===== config.mk =====
export PLATFORM = sky130hd
export DESIGN_NAME = mult_seq
export DESIGN_NICKNAME = d
export VERILOG_FILES = /design/src/rtl/alu_pkg.sv /design/src/rtl/adder.sv /design/src/rtl/mult_seq.sv
export SDC_FILE = /design/constraint.sdc
export NUM_CORES = 1
export LEC_CHECK = 0
export BUFFER_PORTS_ARGS = -buffer_cell sky130_fd_sc_hd__buf_2
export CAP_MARGIN = 20
export CORE_ASPECT_RATIO = 2
export CORE_UTILIZATION = 50
export CTS_CLUSTER_SIZE = 16
export DETAILED_ROUTE_END_ITERATION = 7
export GPL_TIMING_DRIVEN = 0
export HOLD_SLACK_MARGIN = 0.06
export PLACE_DENSITY = 0.77
export RECOVER_POWER = 25
export SLEW_MARGIN = 10
export SYNTH_ARGS = -nofsm -noshare
export SYNTH_HDL_FRONTEND = slang
export SYNTH_HIERARCHICAL = 1
export SYNTH_SLANG_ARGS = --single-unit

===== constraint.sdc =====
create_clock -name clk -period 3 [get_ports clk]
set_input_delay 0.6 -clock clk [delete_from_list [all_inputs] [get_ports clk]]
set_output_delay 0.6 -clock clk [all_outputs]
set_load 0.05 [all_outputs]

===== src/rtl/alu_pkg.sv =====
// Shared ALU/multiplier definitions: adder opcodes, multiplier FSM states, step count.
package alu_pkg;

  localparam logic [2:0] ALU_ADD = 3'b101;
  localparam logic [2:0] ALU_SUB = 3'b110;

  localparam int MULT_STEPS = 32;

  typedef enum logic [1:0] {
    IDLE = 2'd0,
    RUN  = 2'd1,
    DONE = 2'd2
  } mult_state_t;

endpackage


===== src/rtl/adder.sv =====
// 32-bit carry-lookahead adder: 4-bit lookahead groups chained group to group.
module adder
  import alu_pkg::*;
(
  input  logic [31:0] a_i,
  input  logic [31:0] b_i,
  input  logic [2:0]  alu_op_i,
  input  logic        c0_i,
  output logic [31:0] r_o,
  output logic        c32_o
);

  // Returns the carries out of bits 0..3 of one 4-bit group.
  function automatic logic [3:0] cla4(input logic [3:0] g, input logic [3:0] p, input logic cin);
    logic [3:0] c;
    c[0] = g[0] | (p[0] & cin);
    c[1] = g[1] | (p[1] & g[0]) | (p[1] & p[0] & cin);
    c[2] = g[2] | (p[2] & g[1]) | (p[2] & p[1] & g[0]) | (p[2] & p[1] & p[0] & cin);
    c[3] = g[3] | (p[3] & g[2]) | (p[3] & p[2] & g[1]) | (p[3] & p[2] & p[1] & g[0])
         | (p[3] & p[2] & p[1] & p[0] & cin);
    return c;
  endfunction

  logic        sub;
  logic        cin;
  logic [31:0] b_eff;
  logic [31:0] g;
  logic [31:0] p;

  assign sub   = (alu_op_i == ALU_SUB);
  assign b_eff = sub ? ~b_i : b_i;
  assign cin   = c0_i | sub;
  assign g     = a_i & b_eff;
  assign p     = a_i ^ b_eff;

  genvar k;
  for (k = 0; k < 8; k++) begin : g_blk
    logic       blk_cin;
    logic [3:0] cy;
    if (k == 0) begin : g_first
      assign blk_cin = cin;
    end else begin : g_chain
      assign blk_cin = g_blk[k-1].cy[3];
    end
    assign cy           = cla4(g[4*k +: 4], p[4*k +: 4], blk_cin);
    assign r_o[4*k +: 4] = p[4*k +: 4] ^ {cy[2:0], blk_cin};
  end

  assign c32_o = g_blk[7].cy[3];

endmodule


===== src/rtl/mult_seq.sv =====
// Sequential 32x32 unsigned shift-add multiplier driving the shared CLA adder.
// Optional early exit on exhausted multiplier bits: define MULT_SEQ_EARLY_EXIT_EN.
//
// state | meaning
// IDLE  | waiting for operands, in_ready high
// RUN   | one add/shift step per cycle, cnt = steps done
// DONE  | product held, out_valid high until out_ready
module mult_seq
  import alu_pkg::*;
(
  input  logic        clk,
  input  logic        rst_n,
  input  logic        in_valid,
  output logic        in_ready,
  input  logic [31:0] mcand,
  input  logic [31:0] mplier,
  output logic        out_valid,
  input  logic        out_ready,
  output logic [63:0] product
);

  mult_state_t state_q, state_d;
  logic [63:0] p_q, p_d;
  logic [31:0] mc_q, mc_d;
  logic [5:0]  cnt_q, cnt_d;

  logic [31:0] add_b;
  logic [31:0] add_r;
  logic        add_c32;
  logic        last_step;

  assign add_b = p_q[0] ? mc_q : 32'd0;

  adder u_adder (
    .a_i      (p_q[63:32]),
    .b_i      (add_b),
    .alu_op_i (ALU_ADD),
    .c0_i     (1'b0),
    .r_o      (add_r),
    .c32_o    (add_c32)
  );

  assign last_step = (cnt_q == 6'(MULT_STEPS - 1));

`ifdef MULT_SEQ_EARLY_EXIT_EN
  // Remaining multiplier bits sit in lo[31-cnt:0]; once zero, every further step is a plain shift.
  logic [31:0] pend_mask;
  logic        pend_zero;
  logic [5:0]  skip_sh;

  assign pend_mask = 32'hFFFF_FFFF >> cnt_q;
  assign pend_zero = ~|(p_q[31:0] & pend_mask);
  assign skip_sh   = 6'(MULT_STEPS) - cnt_q;
`endif

  always_comb begin
    state_d = state_q;
    p_d     = p_q;
    mc_d    = mc_q;
    cnt_d   = cnt_q;
    unique case (state_q)
      IDLE: begin
        if (in_valid) begin
          mc_d    = mcand;
          p_d     = {32'd0, mplier};
          cnt_d   = 6'd0;
          state_d = RUN;
        end
      end
      RUN: begin
`ifdef MULT_SEQ_EARLY_EXIT_EN
        if (pend_zero) begin
          p_d     = p_q >> skip_sh;
          cnt_d   = cnt_q + 6'd1;
          state_d = DONE;
        end else
`endif
        begin
          // 65-bit {c32, sum, lo} shifted right by one; c32 lands in P[63].
          p_d   = {add_c32, add_r, p_q[31:1]};
          cnt_d = cnt_q + 6'd1;
          if (last_step) begin
            state_d = DONE;
          end
        end
      end
      DONE: begin
        if (out_ready) begin
          state_d = IDLE;
        end
      end
      default: state_d = IDLE;
    endcase
  end

  always_ff @(posedge clk or negedge rst_n) begin
    if (!rst_n) begin
      state_q <= IDLE;
      p_q     <= 64'd0;
      mc_q    <= 32'd0;
      cnt_q   <= 6'd0;
    end else begin
      state_q <= state_d;
      p_q     <= p_d;
      mc_q    <= mc_d;
      cnt_q   <= cnt_d;
    end
  end

  assign in_ready  = (state_q == IDLE);
  assign out_valid = (state_q == DONE);
  assign product   = p_q;

endmodule

# Word level (Yosys, flattened, before mapping)
# Index checks and enable logic that the tools add are counted.
dict set report word_totals {
  register_bits 104
  in_bits 68
  word_cells 232
  output_inout_bits 66
}
dict set report op_classes {
  reduce_logical 5
  addsub 1
  mux 9
  bitwise_logic 207
  n_eq_ne 6
}
# operator count
set ops {}
lappend ops {{$pmux W64 S2} 1}
lappend ops {{$and A1 B1 Y1} 121}
lappend ops {{$or A1 B1 Y1} 76}
lappend ops {{$mux W64} 1}
lappend ops {{$and A32 B32 Y32} 1}
lappend ops {{$mux W32} 1}
lappend ops {{$xor A32 B32 Y32} 1}
lappend ops {{$xor A4 B4 Y4} 8}
lappend ops {{$pmux W6 S2} 1}
lappend ops {{$add A6 B1 Y6 const B} 1}
lappend ops {{$eq A6 B5 Y1 const B} 1}
lappend ops {{$mux W2} 3}
lappend ops {{$mux W6} 1}
lappend ops {{$pmux W2 S3} 1}
lappend ops {{$ne A2 B2 Y1 const B} 2}
lappend ops {{$reduce_and A2 Y1} 2}
lappend ops {{$reduce_and A3 Y1} 1}
lappend ops {{$eq A2 B1 Y1 const B} 1}
lappend ops {{$eq A2 B2 Y1 const B} 1}
lappend ops {{$logic_not A2 Y1} 1}
lappend ops {{$ne A2 B1 Y1 const B} 1}
lappend ops {{$reduce_bool A2 Y1} 1}

# Longest topological paths before layout
dict set report logic_depth {
  word_depth 22
  depth_mapped 15
  depth_no_buf 13
}

# Hierarchy
# The synthesis kept the hierarchy.
# module seq_area_each_um2 instances area_per_inst_um2 cells_each
set by_module_without_submodules {}
lappend by_module_without_submodules {mult_seq 2602.5 1 4600.7 427}
lappend by_module_without_submodules {adder 0.0 1 1850.5 237}

# Least setup slack after synthesis
# No wires, ideal clock.
dict set report synth_timing {
  path_type {register -> register}
  startpoint {register p_q[0], in the netlist product[0]}
  endpoint {register p_q[60], in the netlist product[60]}
  path_slack_ps -327
  required_ps 2881
  path_stages_with_launch 14
  t_arrival_ps 3209
  path_cell_list {dfrtp_1 > clkbuf_1 > and2_1 > xnor2_1 > ha_1 > a21o_1 > o21bai_1 > a221o_1 > a2111oi_4 > nand2_1 > fa_1 > xor2_1 > nand2_1 > nand2_1}
}
dict set report synth_between {
  word_cells_on_any_way 81
  cone_classes {2 x mux; 79 x bitwise}
}
# item line
set synth_rtl {}
lappend synth_rtl {{start, declared} mult_seq.sv:23} ;# logic [63:0] p_q, p_d;
lappend synth_rtl {{start signal, assigned} mult_seq.sv:104} ;# p_q <= p_d;
lappend synth_rtl {{$mux W32 *} mult_seq.sv:32} ;# assign add_b = p_q[0] ? mc_q : 32'd0;
lappend synth_rtl {{named net add_b[15]} mult_seq.sv:27} ;# logic [31:0] add_b;
lappend synth_rtl {{$xor A32 B32 Y32} adder.sv:34} ;# assign p = a_i ^ b_eff;
lappend synth_rtl {{$and A1 B1 Y1, on equally long branches} {adder.sv:19, adder.sv:20}}
lappend synth_rtl {{$or A1 B1 Y1, or another cell as far along (2 in series)} adder.sv:19} ;# c[3] = g[3] | (p[3] & g[2]) | (p[3] & p[2] & g[1]) | (p[3] & p[2] & p[1] & g[0])
lappend synth_rtl {{$or A1 B1 Y1 or $and A1 B1 Y1 (tied branches)} {adder.sv:19, adder.sv:20}}
lappend synth_rtl {{$or A1 B1 Y1 *} adder.sv:20} ;# | (p[3] & p[2] & p[1] & p[0] & cin);
lappend synth_rtl {{$and A1 B1 Y1 *} adder.sv:20}
lappend synth_rtl {{[2 not listed]} n/a}
lappend synth_rtl {{$or A1 B1 Y1 *} adder.sv:20}
lappend synth_rtl {{$and A1 B1 Y1 *} adder.sv:20}
lappend synth_rtl {{$or A1 B1 Y1 *} adder.sv:20}
lappend synth_rtl {{$and A1 B1 Y1 *} adder.sv:16} ;# c[0] = g[0] | (p[0] & cin);
lappend synth_rtl {{$or A1 B1 Y1 *} adder.sv:16}
lappend synth_rtl {{$xor A4 B4 Y4 *} adder.sv:46} ;# assign r_o[4*k +: 4] = p[4*k +: 4] ^ {cy[2:0], blk_cin};
lappend synth_rtl {{named net add_r[29]} mult_seq.sv:28} ;# logic [31:0] add_r;
lappend synth_rtl {{$pmux W64 S2 *} mult_seq.sv:61} ;# unique case (state_q)
# Mark *: on every way through the listed nets, which the timed path passes. The rest lies on a longest branch.
# A chain may end at the register's enable or synchronous reset.

# Final worst setup path
dict set report layout_timing {
  startpoint {register p_q[0], in the netlist product[0]}
  endpoint {register p_q[60], in the netlist product[60]}
}
dict set report layout_between {
  word_cells_on_any_way 81
  cone_classes {2 x mux; 79 x bitwise}
}
# item line
set layout_rtl {}
lappend layout_rtl {{$mux W32 *} mult_seq.sv:32}
lappend layout_rtl {{named net add_b[13]} mult_seq.sv:27}
lappend layout_rtl {{$and A32 B32 Y32 or $xor A32 B32 Y32 (tied branches)} {adder.sv:33, adder.sv:34}}
lappend layout_rtl {{$and A1 B1 Y1, on equally long branches} {adder.sv:19, adder.sv:20}}
lappend layout_rtl {{$or A1 B1 Y1, or another cell as far along} adder.sv:19}
lappend layout_rtl {{$or A1 B1 Y1 or $and A1 B1 Y1 (tied branches)} {adder.sv:19, adder.sv:20}}
lappend layout_rtl {{$or A1 B1 Y1 *} adder.sv:20}
lappend layout_rtl {{$and A1 B1 Y1 *} adder.sv:20}
lappend layout_rtl {{[2 not listed]} n/a}
lappend layout_rtl {{$or A1 B1 Y1 *} adder.sv:20}
lappend layout_rtl {{$and A1 B1 Y1 *} adder.sv:20}
lappend layout_rtl {{$or A1 B1 Y1 *} adder.sv:20}
lappend layout_rtl {{$and A1 B1 Y1 *} adder.sv:16}
lappend layout_rtl {{$or A1 B1 Y1 *} adder.sv:16}
lappend layout_rtl {{$xor A4 B4 Y4 *} adder.sv:46}
lappend layout_rtl {{named net add_r[29]} mult_seq.sv:28}
lappend layout_rtl {{$pmux W64 S2 *} mult_seq.sv:61}
# Marks and branches as above.

==> results.sh <==
export IMPL_dp_worst_setup_slack_ps=-555
export IMPL_dieHeight_um=163
export IMPL_crit_path_frequent_cell="sky130_fd_sc_hd__nand2_1"
export IMPL_maxSlewHeadroom=-0.115
export IMPL_placement_rows=58
export IMPL_failing_checks="max-capacitance violations, max-slew violations, negative setup slack"
export IMPL_cts_max_path_buffers=2
export IMPL_synthSimpleGateAreaFrac=0.168
export IMPL_routed_wire_length_mm=16.7
export IMPL_area_growth_synth_to_final_pct=24.2
export IMPL_holdWs_ps=473
export IMPL_detail_route_iter0_violations=259
export IMPL_synth_ff_latch_count=104
export IMPL_grt_first_pass_wirelength_mm=26.2
export IMPL_cts_root_buf="sky130_fd_sc_hd__clkbuf_16"
export IMPL_synth_top_family_by_area="simple AND/OR/NAND/NOR gates"
export IMPL_number_of_antenna_violations_at_the_first_check_in_global_routing=0
export IMPL_yosys_top_cells_count="sky130_fd_sc_hd__nand2_1, sky130_fd_sc_hd__dfrtp_1, sky130_fd_sc_hd__xnor2_1, sky130_fd_sc_hd__nand3_1, sky130_fd_sc_hd__o21ai_0"
export IMPL_synthCells=664
export IMPL_fraction_of_the_mapped_netlist_area_in_compound_gates=0.137
export IMPL_synth_cell_types=56
export IMPL_vias=5569
export IMPL_start_util=0.514
export IMPL_clock_sink_count=104
export IMPL_period_needed_ps=3290
export IMPL_leakage_power_of_the_design_nw=3.98
export IMPL_synthMostInstantiatedCell="sky130_fd_sc_hd__nand2_1"
export IMPL_place_gp_congestion=0.878
export IMPL_die_width_um=82.3
export IMPL_slew_of_the_pin_with_the_lowest_slew_margin_ps=1670
export IMPL_post_place_cells=950
export IMPL_ir_drop_uv=871
export IMPL_path_buf_inv=2
export IMPL_cts_tree="yes"
export IMPL_critical_path_startpoint_type="flop"
export IMPL_critPathCaptureType="flop"
export IMPL_residual_drc_count=0
export IMPL_cpLargestDelayFamily="compound AO/OA/AOI/OAI gates"
export IMPL_grt_use_total=0.255
export IMPL_cp_cell_sequence="buf_8 > and2_1 > xnor2_1 > ha_1 > a21oi_2 > o21bai_1 > a221o_1 > buf_4 > a2111oi_4 > nand2_1 > fa_2 > xor2_1 > nand2_1 > nand2_1"
export IMPL_synth_top_cell_by_area="sky130_fd_sc_hd__dfrtp_1"
export IMPL_leading_cell_types_by_total_area_after_synthesis="sky130_fd_sc_hd__dfrtp_1, sky130_fd_sc_hd__mux2_4, sky130_fd_sc_hd__nand2_1"
export IMPL_timing_final_hold_violations=0
export IMPL_critPathSlowestCell="sky130_fd_sc_hd__dfrtp_2"
export IMPL_num_nets_final=947
export IMPL_worst_path_largest_cell_delay_ps=490
export IMPL_grt_pass1_vias=5489
export IMPL_max_freq_mhz=304
export IMPL_clock_skew_final_ps=13.3
export IMPL_setup_viol_count_final=16
export IMPL_worstHoldPathType="input pin to flop"
export IMPL_drt_wirelength_per_cell_um=16.8
export IMPL_post_synth_instance_area_um2=6450
export IMPL_ys_seq_area_frac=0.403
export IMPL_post_synth_xor_area_fraction=0.0720
export IMPL_grt_residual_overflow=0
export IMPL_p_per_area_nw_per_um2=1290
export IMPL_routed_wl_met2_mm=9.20
export IMPL_core_area_um2=12600
export IMPL_synthArstFlopShare=1.00
export IMPL_maximum_number_of_pins_on_one_net_before_global_route_repair=75
export IMPL_drive_gt1_frac=0.320
export IMPL_hpwl_mm=11.8
export IMPL_period_share=1.10
export IMPL_outcome="finished, violations left"
export IMPL_drt_vias_per_instance=5.61
export IMPL_worst_path_max_fanout=6
export IMPL_io_pins=134
export IMPL_tritoncts_num_buffers=9
export IMPL_maxCapViolations=1
export IMPL_area_of_the_die_um2=13400
export IMPL_grt_setup_unrepaired="yes"
export IMPL_num_antenna_cells=0
export IMPL_number_of_synthesized_flops_with_an_enable_pin=0
export IMPL_final_fill_count=1030
export IMPL_synthesis_area_per_instance_um2=9.72
export IMPL_placement_io_buffers=133
export IMPL_postLayoutSetupSlackWorst_ps=-290
export IMPL_cts_reportedPaths_clkPinSlew_ps=80
export IMPL_final_max_slew_viol_count=32
export IMPL_drt_met1_wl_mm=6.33
export IMPL_kind_of_critical_path="flop to flop"
export IMPL_highest_signal_layer="met4"
export IMPL_non_filler_instances=993
export IMPL_met3_length_um=566
export IMPL_synth_largest_type_area_fraction=0.403
export IMPL_postLayoutCoreUtil=0.638
export IMPL_dominantRegCellSynth="sky130_fd_sc_hd__dfrtp_1"
export IMPL_cp_data_arrival_time_ps=3540
export IMPL_portion_of_netlist_area_occupied_by_mux_cells=0.0793
export IMPL_detailedRoute_firstPassIterationCount=8
export IMPL_yosys_warnings=6
export IMPL_ctsHoldBuffers=0
export IMPL_htree_levels=3
export IMPL_cp_data_required_time_ps=3250
export IMPL_antenna_violating_nets_post_route=0
export IMPL_yosys_area_share_adder=0.0888
export IMPL_insertion_delay_ps=350
-- final cells by class --
class / instances / area [um^2] / area share
multi-input combinational: 493 / 3670 / 0.459
clock inverter: 7 / 83.8 / 0.0105
inverter: 30 / 113 / 0.0141
buffer: 39 / 233 / 0.0291
clock buffer: 9 / 225 / 0.0281
sequential: 104 / 2600 / 0.325
timing repair buffer: 161 / 890 / 0.111
tap: 150 / 188 / 0.0234
-- registers in the layout, summed over array words and instances, names as in the netlist --
register and count:
state_q 2, cnt_q 6, product 64, mc_q 32
-- path summary, 6_finish.rpt --
kind	startpoint	endpoint	slack, ps	cells after the start
max	product[0]	product[60]	-290	14
min	mcand[16]	mc_q[16]	470	2
max reg2reg	product[0]	product[60]	-290	14
min reg2reg	product[8]	product[8]	510	2
max in group asynchronous	rst_n	product[0]	360	2
min in group asynchronous	rst_n	product[57]	660	1
-- report_power, final --
group	switching, mW	internal [mW]
clock	0.579	0.668
combinational	4.06	2.49
sequential	0.518	2.04
total	5.15	5.19
-- per-layer routing --
layer / up-vias / track usage
met4: 0 / 0.128
met5: - / 0
met1: 2698 / 0.283
li1: 2626 / -
met3: 58 / 0.0263
met2: 187 / 0.462
-- metrics by stage --
step           power (mW)  instance area [um^2]  TNS (ps)
6_report             10.3                  8010     -2510
4_1_cts              9.88                  7800     -1850
3_3_place_gp         8.27                  7330     -3700
5_1_grt              11.0                  8010    -10480
2_1_floorplan        7.09                  6480      -197
3_5_place_dp         8.39                  7360     -3770
-- cell families after synthesis --
family,count (synthesis)
AOI/OAI and AO/OA,130
xor gates and xnor gates,53
buffers and inverters,69
DFF,104
adders and majority gates,41
muxes,35
other,2
and+or+nand+nor,230
-- timing repair --
item	in CTS	in global routing
endpoints found under the setup margin	18	20
gates cloned	1	0
resized for setup	8	41
pin swaps	8	34
buffers inserted	11	15
-- placed cells by master (no fill, tap or decap), types with 12 or more instances in the layout --
| master | count |
|---|---|
| sky130_fd_sc_hd__buf_2 | 143 |
| sky130_fd_sc_hd__nand3_1 | 40 |
| sky130_fd_sc_hd__and2_1 | 33 |
| sky130_fd_sc_hd__buf_4 | 22 |
| sky130_fd_sc_hd__a22oi_1 | 33 |
| sky130_fd_sc_hd__xnor2_1 | 47 |
| sky130_fd_sc_hd__o21ai_0 | 39 |
| sky130_fd_sc_hd__mux2_4 | 32 |
| sky130_fd_sc_hd__nand2_1 | 109 |
| sky130_fd_sc_hd__buf_6 | 12 |
| sky130_fd_sc_hd__inv_1 | 28 |
| sky130_fd_sc_hd__dfrtp_1 | 103 |
| sky130_fd_sc_hd__ha_1 | 30 |
| sky130_fd_sc_hd__clkbuf_1 | 15 |
Note: power is estimated with default switching activity, not from simulation.
